[src/rtl/fetch_queue.sv]
// Instruction fetch queue: reads two-word instructions from a synchronous RAM port
// and buffers them in a small circular queue, with redirect (flush + restart) support.
module fetch_queue #(
    parameter int DEPTH = 4
) (
    input  logic        clka,
    input  logic        rst,
    output logic        enb,
    output logic [9:0]  addrb,
    input  logic [15:0] dob,
    input  logic        redirect,
    input  logic [9:0]  redirect_pc,
    output logic        inst_valid,
    input  logic        inst_ready,
    output logic [7:0]  inst_op,
    output logic [7:0]  inst_regnum,
    output logic [15:0] inst_num,
    output logic [9:0]  inst_pc
);

    localparam int PW = $clog2(DEPTH);
    localparam int CW = PW + 1;
    localparam int EW = 16 + 16 + 10;

    typedef enum logic [1:0] {S_W0, S_W1, S_HOLD} state_t;

    state_t          state_reg, state_next;
    logic [9:0]      pc_reg, pc_next;
    logic [15:0]     word0_reg, word0_next;
    logic [9:0]      word0_pc_reg, word0_pc_next;
    logic            push_pending_reg, push_pending_next;
    logic [CW-1:0]   count_reg, count_next;
    logic [PW-1:0]   rd_ptr_reg, rd_ptr_next;
    logic [PW-1:0]   wr_ptr_reg, wr_ptr_next;

    logic [CW:0]     occupancy;
    logic            space;
    logic            push;
    logic            pop;
    logic [EW-1:0]   entry_q [DEPTH];
    logic [EW-1:0]   head;

    function automatic logic [PW-1:0] ptr_inc(input logic [PW-1:0] p);
        return (p == PW'(DEPTH - 1)) ? '0 : p + 1'b1;
    endfunction

    // Pending push is counted as occupied; a same-cycle pop is deliberately not credited.
    assign occupancy  = {1'b0, count_reg} + {{CW{1'b0}}, push_pending_reg};
    assign space      = occupancy < (CW + 1)'(DEPTH);
    assign inst_valid = (count_reg != '0);
    assign push       = push_pending_reg && !redirect;
    assign pop        = inst_valid && inst_ready && !redirect;

    always_ff @(posedge clka or posedge rst) begin
        if (rst) begin
            state_reg        <= S_W0;
            pc_reg           <= '0;
            word0_reg        <= '0;
            word0_pc_reg     <= '0;
            push_pending_reg <= 1'b0;
            count_reg        <= '0;
            rd_ptr_reg       <= '0;
            wr_ptr_reg       <= '0;
        end else begin
            state_reg        <= state_next;
            pc_reg           <= pc_next;
            word0_reg        <= word0_next;
            word0_pc_reg     <= word0_pc_next;
            push_pending_reg <= push_pending_next;
            count_reg        <= count_next;
            rd_ptr_reg       <= rd_ptr_next;
            wr_ptr_reg       <= wr_ptr_next;
        end
    end

    always_comb begin
        state_next        = state_reg;
        pc_next           = pc_reg;
        word0_next        = word0_reg;
        word0_pc_next     = word0_pc_reg;
        push_pending_next = 1'b0;
        count_next        = count_reg;
        rd_ptr_next       = rd_ptr_reg;
        wr_ptr_next       = wr_ptr_reg;
        enb               = 1'b0;
        addrb             = pc_reg;

        case (state_reg)
            S_W0: begin
                if (space) begin
                    enb        = 1'b1;
                    state_next = S_W1;
                end else begin
                    state_next = S_HOLD;
                end
            end
            S_W1: begin
                // dob now carries word0; word1 arrives next cycle and is pushed then.
                enb               = 1'b1;
                addrb             = pc_reg + 10'd1;
                word0_next        = dob;
                word0_pc_next     = pc_reg;
                pc_next           = pc_reg + 10'd2;
                push_pending_next = 1'b1;
                state_next        = S_W0;
            end
            S_HOLD: begin
                if (space) begin
                    state_next = S_W0;
                end
            end
            default: state_next = S_W0;
        endcase

        if (push) begin
            wr_ptr_next = ptr_inc(wr_ptr_reg);
        end
        if (pop) begin
            rd_ptr_next = ptr_inc(rd_ptr_reg);
        end
        case ({push, pop})
            2'b10:   count_next = count_reg + CW'(1);
            2'b01:   count_next = count_reg - CW'(1);
            default: count_next = count_reg;
        endcase

        // Redirect overrides everything, including the in-flight instruction.
        if (redirect) begin
            state_next        = S_W0;
            pc_next           = redirect_pc;
            push_pending_next = 1'b0;
            count_next        = '0;
            rd_ptr_next       = '0;
            wr_ptr_next       = '0;
        end

        if (rst) begin
            enb   = 1'b0;
            addrb = '0;
        end
    end

    genvar gi;
    generate
        for (gi = 0; gi < DEPTH; gi++) begin : g_entry
            logic [EW-1:0] entry_reg;

            always_ff @(posedge clka or posedge rst) begin
                if (rst) begin
                    entry_reg <= '0;
                end else if (push && (wr_ptr_reg == PW'(gi))) begin
                    entry_reg <= {word0_reg, dob, word0_pc_reg};
                end
            end

            assign entry_q[gi] = entry_reg;
        end
    endgenerate

    assign head        = entry_q[rd_ptr_reg];
    assign inst_op     = head[41:34];
    assign inst_regnum = head[33:26];
    assign inst_num    = head[25:10];
    assign inst_pc     = head[9:0];

endmodule

[config.mk]
export PLATFORM = sky130hd
export DESIGN_NAME = fetch_queue
export DESIGN_NICKNAME = d
export VERILOG_FILES = /design/src/rtl/fetch_queue.sv
export SDC_FILE = /design/constraint.sdc
export NUM_CORES = 1
export LEC_CHECK = 0
export ABC_AREA = 1
export CAP_MARGIN = 5
export CORE_ASPECT_RATIO = 1.5
export CORE_MARGIN = 10
export CORE_UTILIZATION = 67
export CTS_BUF_LIST = sky130_fd_sc_hd__clkbuf_4 sky130_fd_sc_hd__clkbuf_8
export DETAILED_ROUTE_END_ITERATION = 8
export DONT_BUFFER_PORTS = 1
export GPL_ROUTABILITY_DRIVEN = 0
export PLACE_DENSITY = 0.83
export RECOVER_POWER = 100
export SYNTH_ARGS = -nofsm -noshare
export SYNTH_HDL_FRONTEND = slang
export SYNTH_SLANG_ARGS = --single-unit
export TNS_END_PERCENT = 10
[constraint.sdc]
create_clock -name clka -period 14.6 [get_ports clka]
set_input_delay 1.46 -clock clka [delete_from_list [all_inputs] [get_ports clka]]
set_output_delay 1.46 -clock clka [all_outputs]
set_load 0.1 [all_outputs]
==> flow_summary_export.csv, run 1 <==
group,metric,value,unit
run_status,outcome,"finished with violations",
run_status,violations,"capacitance limit, slew limit",
detailed_routing,drcViolationCount,0,
clocking,cts_buffers,30,
detailed_routing,ant_nets,0,
die,die-area,19730,sq um
die,io_pins,84,
sta,fin_crit_sh,45.76,%
global_route,grt_usage,22.71,%
die,start_util,68.77,%
die,fp.dieW,118.1,um
clocking,hold_buffers,0,
global_route,grt_pass1_wl,37.50,mm
detailed_routing,vias,7592,
placement,place_hpwl,13.69,mm
final_layout,seq_area,5356,sq um
hold_path,hold_depth,1,
worst_setup_path,required,13140,ps
clocking,clock_latency,540,ps
final_layout,nNetsFinal,1099,
sta,timing.final.max_slew_violations,575,
yosys,seq_area_frac_synth,55.39,%
final_layout,syn_to_final_growth,3.753,%
detailed_routing,routed_wl,22.77,mm
yosys,syn-num-nets,1129,
hold_path,hp-start,"state_reg[0]$_DFFE_PP0P_",
worst_setup_path,startpoint,"rd_ptr_reg[0]$_DFFE_PP0P_",
worst_setup_path,rr_worst_depth,4,
final_layout,drive_gt1_share,6.007,%
worst_setup_path,reg2reg_to,"g_entry[2].entry_reg[37]$_DFFE_PP0P_",
sta,tightestPinTransition,3970,ps
yosys,synth-simple-area-share,15.65,%
sta,hold_viol_final,0,
yosys,async_flop_share,100.0,%
sta,rsz0062_at_grt,"false",
yosys,ys.flop_type,"dfrtp_1",
worst_setup_path,start_kind,"register",
final_layout,multi_input_area,3415,sq um
worst_setup_path,crit_type,"reg -> out",
worst_setup_path,reg2reg_slack,11250,ps
clocking,clock_sinks,214,
clocking,clk_pin_slew,60,ps
sta,max_freq,149.7,MHz
yosys,synth_area,9668,sq um
sta,fin_crit,6680,ps
final_layout,n_fill_cell,1185,
yosys,synth_adder_area_share,1.113,%
yosys,ys_ff_latch,214,
die,rows,53,
placement,port_buffers,0,
yosys,synthXorXnorAreaFrac,0.4530,%
yosys,synth_compound_area_share,19.52,%
run,maxCapViolCount,56,
global_route,first_global_vias,7603,
hold_path,hold_end,"state_reg[1]$_DFFE_PP0P_",
final_layout,num_antenna_cells,0,
worst_setup_path,end_kind,"output port",
clocking,ctsResizeCount,0,
detailed_routing,viasPerCell,5.959,
yosys,synthCells,1091,
worst_setup_path,worstReg2RegStart,"push_pending_reg$_DFF_PP0_",
sta,tns,0,ps
yosys,synthDistinctLibCells,32,
global_route,grt_max_degree,145,
detailed_routing,dr.pass1.iters,5,
clocking,htree_levels,1,
clocking,cts_root_buf,"clkbuf_8",
worst_setup_path,arrival,5220,ps
clocking,cts_tree,"built",
final_layout,largest_register_ffs,168,
detailed_routing,avgRoutedWirePerCell,17.88,um
worst_setup_path,crit_fanout,54,
die,core,14060,sq um
yosys,synth_area_per_cell,8.862,sq um
yosys,yosys_warnings,0,
detailed_routing,drt_iter0_markers,762,
global_route,antenna_found_initial,0,
yosys,synth_top_family_by_area,"compound AO/OA/AOI/OAI gates",
global_route,overflow,0,
yosys,synthMuxAreaShare,0,%
die,die_y,167.1,um
clocking,clockBufferDepth,3,
sta,finalSetupViolations,0,
hold_path,hold_path.class,"reg -> reg",
yosys,synth_edf_count,0,
clocking,post_cts_buffers,0,
sta,slew_headroom,-164.7,%
sta,fin_worst_skew,11.75,ps
-- worst max-delay path by stage --
stage,end,depth (start not counted)
6_report,inst_pc[0],4
5_1_grt,inst_pc[0],4
4_1_cts,addrb[0],3
3_5_place_dp,addrb[0],3
3_3_place_gp,addrb[0],3
2_1_floorplan,addrb[5],3
-- critical path: stages, from the launching register on --
cell      delay, ps
dfrtp_2         400
inv_2           440
clkbuf_1       1800
o21ai_0         290
o22ai_1        1750
-- cell families (layout without fill, tap and decap cells) --
| logic type | Yosys count | in the layout |
|---|---|---|
| AO/OA/AOI/OAI | 344 | 344 |
| adder cells (fa/ha/maj) | 8 | 8 |
| buffers and inverters | 141 | 132 |
| AND/OR/NAND/NOR | 379 | 379 |
| flip-flops | 214 | 214 |
| XOR/XNOR | 5 | 5 |
-- synth_stat cells, drive strengths merged, types with 2 or more instances --
library cell  count  area (sq um)
inv              71         266.5
nand2           254         983.4
buf              41         386.6
dfrtp           214          5355
xnor2             2         17.52
nand3            17         85.08
nor2            103         412.9
clkbuf           29         108.9
a21oi             7         35.03
o22ai            43         269.0
o21ai           286          1521
nor3              4         25.02
xor2              3         26.28
o211ai            2         15.01
ha                7         87.58
-- cell usage in the layout, fill, tap and decap left out, types with 2 or more instances in the layout --
cell type,Yosys,final
o21ai_0,190,282
nand2_1,250,254
dfrtp_1,214,213
nor2_1,100,103
inv_1,70,68
o22ai_1,43,42
clkbuf_8,0,39
nand3_1,17,17
clkbuf_4,0,9
a21oi_1,7,7
ha_1,7,7
buf_4,0,4
o21ai_1,72,3
xor2_1,3,3
nor3_1,3,3
clkinv_2,0,3
clkbuf_1,29,3
inv_2,1,2
xnor2_1,2,2
o211ai_1,2,2
bufinv_16,0,2
-- cell type report --
class                      count  area share, %
clock buffer                  48          6.025
tap                          192          2.395
timing repair buffer           8         0.6611
sequential                   214          53.40
inverter                      71          2.732
clock inverter                 5         0.7484
multi-input combinational    736          34.04
-- metal layers --
metal	vias up	wire (um)	global-route usage (%)
li1	3546	-	-
met1	3726	9133	27.54
met2	267	11410	38.30
met3	53	1581	5.251
met4	0	654	9.061
met5	-	0	0
-- metrics by stage --
| stage | setup slack, ps | utilization, % | cell area (sq um) | hold WS (ps) | cells |
|---|---|---|---|---|---|
| final | 7920 | 71.35 | 10030 | 479.0 | 1274 |
| after global routing | 7595 | 71.35 | 10030 | 504.1 | 1274 |
| after floorplan | 4444 | - | 9668 | 436.8 | 1091 |
| after CTS | 9758 | 74.52 | 10480 | 477.8 | 1274 |
| after detailed placement | 9762 | 69.69 | 9797 | 443.7 | 1221 |
| after global placement | 9772 | 69.69 | 9797 | 446.3 | 1221 |
Power of run 1 is not shown: default switching activity piles up to over one toggle a cycle in this logic, so the estimate is an artifact.
==> run 2: changes to the inputs <==
Settings changed: CORE_UTILIZATION 67 to 66, PLACE_DENSITY 0.83 to 0.82.
Clock period 14.6 ns to 6.5 ns, I/O delays scaled along.
==> run 2 against run 1 <==
- wire length shrank 0.13%
- the flow still finishes with violations (capacitance limit, slew limit)
- hold slack worse by 330 ps
- worst setup slack worse by 6700 ps
- via count is 0.16% lower
- first-iteration DRC count fell by 17%
- critical endpoint is now inst_op[4]
- global-route usage is 0.077 points higher
==> flow_summary_export.csv, run 2 (same netlist as run 1, synthesis figures left out) <==
group,metric,value,unit
final_layout,largest_register_ffs,168,
placement,place_hpwl,14.10,mm
worst_setup_path,start_kind,"register",
clocking,ctsResizeCount,0,
sta,fin_crit,5276,ps
clocking,post_cts_buffers,0,
placement,port_buffers,0,
detailed_routing,avgRoutedWirePerCell,17.73,um
final_layout,syn_to_final_growth,4.944,%
detailed_routing,vias,7580,
detailed_routing,routed_wl,22.74,mm
sta,rsz0062_at_grt,"false",
global_route,grt_usage,22.79,%
final_layout,num_antenna_cells,0,
global_route,grt_pass1_wl,37.99,mm
sta,finalSetupViolations,0,
sta,hold_viol_final,0,
detailed_routing,dr.pass1.iters,6,
global_route,antenna_found_initial,0,
die,start_util,66.87,%
final_layout,nNetsFinal,1101,
final_layout,layout_commonest_cell,"o21ai_0",
final_layout,n_fill_cell,1197,
clocking,clk_pin_slew,70,ps
sta,fin_worst_skew,8.077,ps
final_layout,final_cell_mix,"o21ai_0 (282), nand2_1 (254), dfrtp_1 (213), nor2_1 (101), inv_1 (68)",
clocking,cts_buffers,31,
run,maxCapViolCount,35,
sta,tightestPinTransition,2660,ps
sta,slew_headroom,-77.34,%
die,fp.dieW,118.8,um
final_layout,utilization,70.17,%
worst_setup_path,arrival,4630,ps
clocking,htree_levels,1,
worst_setup_path,required,5850,ps
clocking,hold_buffers,0,
clocking,cts_tree,"built",
clocking,clockBufferDepth,3,
sta,tns,0,ps
clocking,cts_root_buf,"clkbuf_8",
hold_path,hold_path.class,"in -> reg",
global_route,grt_max_degree,88,
die,die_y,168.2,um
worst_setup_path,end_kind,"output port",
detailed_routing,ant_nets,0,
sta,fin_crit_sh,81.17,%
global_route,first_global_vias,7633,
worst_setup_path,crit_type,"reg -> out",
sta,timing.final.max_slew_violations,511,
detailed_routing,viasPerCell,5.908,
die,io_pins,84,
final_layout,drive_gt1_share,8.372,%
die,rows,54,
clocking,clock_sinks,214,
worst_setup_path,crit_fanout,87,
die,core,14460,sq um
die,die-area,19990,sq um
clocking,clock_latency,560,ps
sta,max_freq,189.5,MHz
global_route,overflow,0,
detailed_routing,drcViolationCount,0,
detailed_routing,drt_iter0_markers,633,
run_status,violations,"capacitance limit, slew limit",
run_status,outcome,"finished with violations",
-- run 2: cell types whose count changed in the layout (fill, tap and decap cells not counted), moves of 3 or more --
cell / delta
o22ai_1: -15
o22ai_2: +15
clkinv_2: +5
a21oi_1: -3
a21oi_2: +3
-- run 2: worst max-delay path: stages (launching register included) --
cell,delay (ps)
dfrtp_2,390
clkbuf_2,910
inv_2,210
buf_4,660
o21ai_0,170
o22ai_1,1580
-- run 2: layout make-up --
cell class,instances,area [sq um],area share [%]
repair buffers,9,57.56,0.5673
multi-input cells,736,3535,34.84
inverters,71,267.8,2.639
well taps,196,245.2,2.417
clock buffers,46,576.8,5.685
clock inverters,11,107.6,1.061
flip-flops and latches,214,5356,52.79
-- run 2: worst paths after layout --
kind	from	slack, ps	endpoint	cells past startpoint
min in group asynchronous	rst	340	pc_reg[5]$_DFFE_PP0N_	2
worst max-delay path	rd_ptr_reg[0]$_DFFE_PP0P_	1220	inst_op[4]	5
worst min-delay path	redirect	150	state_reg[0]$_DFFE_PP0P_	1
max in group asynchronous	rst	3790	rd_ptr_reg[0]$_DFFE_PP0P_	2
worst min register to register	state_reg[0]$_DFFE_PP0P_	470	state_reg[1]$_DFFE_PP0P_	1
worst max register to register	push_pending_reg$_DFF_PP0_	3230	g_entry[2].entry_reg[19]$_DFFE_PP0P_	4
-- run 2: per-layer routing --
layer,track usage [%],vias up,wire length (um)
met5,0,-,0
met4,9.909,0,669
met3,5.490,47,1517
met2,38.94,259,11500
met1,26.72,3722,9058
li1,-,3552,-
-- run 2: per-stage QoR --
step	area [sq um]	instances	hold WS (ps)	worst slack, ps
floorplan	9672	1091	436.8	458.4
global placement	9806	1226	441.0	3167
detailed placement	9806	1226	454.7	3099
CTS	10490	1283	135.5	2498
global route	10150	1283	129.6	1102
finish	10150	1283	152.3	1224
Power of run 2 is left out for the same reason.
==> run 3: changes to the inputs <==
Clock period 6.5 ns to 5.1 ns, I/O delays scaled along.
==> run 3 against run 2 <==
- the run still ends with capacitance limit, slew limit left
- highest routed layer unchanged
- critical endpoint is now inst_regnum[2]
- sequential share of layout area decreased by 2.0 points
- first-iteration DRC count is 11% higher
- register-to-register slack lost 1500 ps
==> flow_summary_export.csv, run 3 (same netlist as run 1, synthesis figures left out) <==
group,metric,value,unit
clocking,cts_root_buf,"clkbuf_8",
sta,fin_worst_skew,14.09,ps
sta,tns,0,ps
worst_setup_path,crit_type,"reg -> out",
detailed_routing,drt_iter0_markers,700,
worst_setup_path,reg2reg_to,"g_entry[0].entry_reg[41]$_DFFE_PP0P_",
worst_setup_path,reg2reg_slack,1770,ps
final_layout,layout_commonest_cell,"o21ai_0",
final_layout,final_cell_mix,"o21ai_0 (285), nand2_1 (254), dfrtp_1 (213), nor2_1 (103), inv_1 (70)",
detailed_routing,ant_nets,0,
worst_setup_path,start_kind,"register",
detailed_routing,drcViolationCount,0,
clocking,clk_pin_slew,60,ps
sta,slew_headroom,-77.75,%
worst_setup_path,rr_worst_depth,4,
die,fp.dieW,118.8,um
worst_setup_path,worstReg2RegStart,"push_pending_reg$_DFF_PP0_",
clocking,cts_tree,"built",
die,start_util,66.87,%
placement,dpl.cell_count,1257,
run_status,violations,"capacitance limit, slew limit",
sta,finalSetupViolations,0,
sta,rsz0062_at_grt,"false",
die,die_y,168.2,um
final_layout,largest_register_ffs,168,
sta,fin_crit_sh,82.73,%
final_layout,drive_gt1_share,12.34,%
hold_path,hold_end,"pc_reg[1]$_DFFE_PP0N_",
clocking,clock_latency,550,ps
final_layout,stdcell_count,1314,
run,maxCapViolCount,18,
detailed_routing,avgRoutedWirePerCell,17.79,um
sta,fin_crit,4219,ps
worst_setup_path,arrival,3710,ps
sta,timing.final.max_slew_violations,670,
worst_setup_path,crit_fanout,50,
detailed_routing,vias,7694,
global_route,overflow,0,
final_layout,syn_to_final_growth,9.020,%
placement,place_hpwl,14.76,mm
sta,max_freq,237.0,MHz
die,rows,54,
global_route,grt_pass1_wl,37.83,mm
detailed_routing,routed_wl,23.37,mm
sta,hold_viol_final,0,
global_route,grt_max_degree,85,
global_route,grt_usage,22.68,%
hold_path,hold_depth,1,
detailed_routing,viasPerCell,5.855,
clocking,htree_levels,1,
detailed_routing,dr.pass1.iters,5,
hold_path,hp-start,"redirect",
placement,port_buffers,0,
worst_setup_path,end_kind,"output port",
clocking,cts_buffers,30,
worst_setup_path,required,4590,ps
clocking,ctsResizeCount,0,
clocking,clockBufferDepth,3,
die,core,14460,sq um
global_route,first_global_vias,7637,
final_layout,nNetsFinal,1132,
die,die-area,19990,sq um
die,io_pins,84,
clocking,post_cts_buffers,0,
final_layout,num_antenna_cells,0,
sta,tightestPinTransition,2666,ps
run_status,outcome,"finished with violations",
global_route,antenna_found_initial,0,
hold_path,hold_path.class,"in -> reg",
clocking,clock_sinks,214,
[run 3: through the flow]
stage	util [%]	area, sq um	hold WS [ps]	setup WS, ps
floorplan	-	9682	436.8	-115.5
global placement	69.44	10040	441.5	2185
detailed placement	69.44	10040	447.3	2066
CTS	74.46	10770	8.442	1473
global route	72.90	10540	42.43	689.5
finish	72.90	10540	53.26	880.7
[run 3: metal layers]
metal	track usage [%]	routed length, um
met1	26.76	9192
met2	38.28	11760
met3	5.290	1547
met4	10.71	875
met5	0	0
[run 3: worst max path at each step]
stage	start	endpoint	slack, ps	cells past startpoint
6_report	rd_ptr_reg[0]$_DFFE_PP0P_	inst_regnum[2]	880	5
5_1_grt	rd_ptr_reg[0]$_DFFE_PP0P_	inst_regnum[2]	690	5
4_1_cts	rd_ptr_reg[0]$_DFFE_PP0P_	inst_regnum[4]	1470	3
3_5_place_dp	rd_ptr_reg[0]$_DFFE_PP0P_	inst_regnum[4]	2070	3
3_3_place_gp	rd_ptr_reg[0]$_DFFE_PP0P_	inst_num[8]	2180	3
2_1_floorplan	rst	addrb[3]	-120	3
[run 3: critical path, cell delays in order, from the launching register on]
cell	delay (ps)
dfrtp_2	670
inv_1	1220
buf_4	400
o21ai_0	120
o22ai_2	210
clkbuf_2	510
[run 3: what timing repair did]
item | CTS | global route
hold endpoints to repair | 2 | 0
hold buffers | 1 | 0
setup endpoints to repair | 0 | 0
[run 3: layout make-up]
cell class | instances | area, sq um
inverters | 71 | 267.8
clock inverters | 8 | 92.59
repair buffers | 41 | 282.8
well taps | 196 | 245.2
clock buffers | 48 | 623.1
multi-input cells | 736 | 3672
fillers | 1126 | 3919
flip-flops and latches | 214 | 5356
Power of run 3 is left out for the same reason.
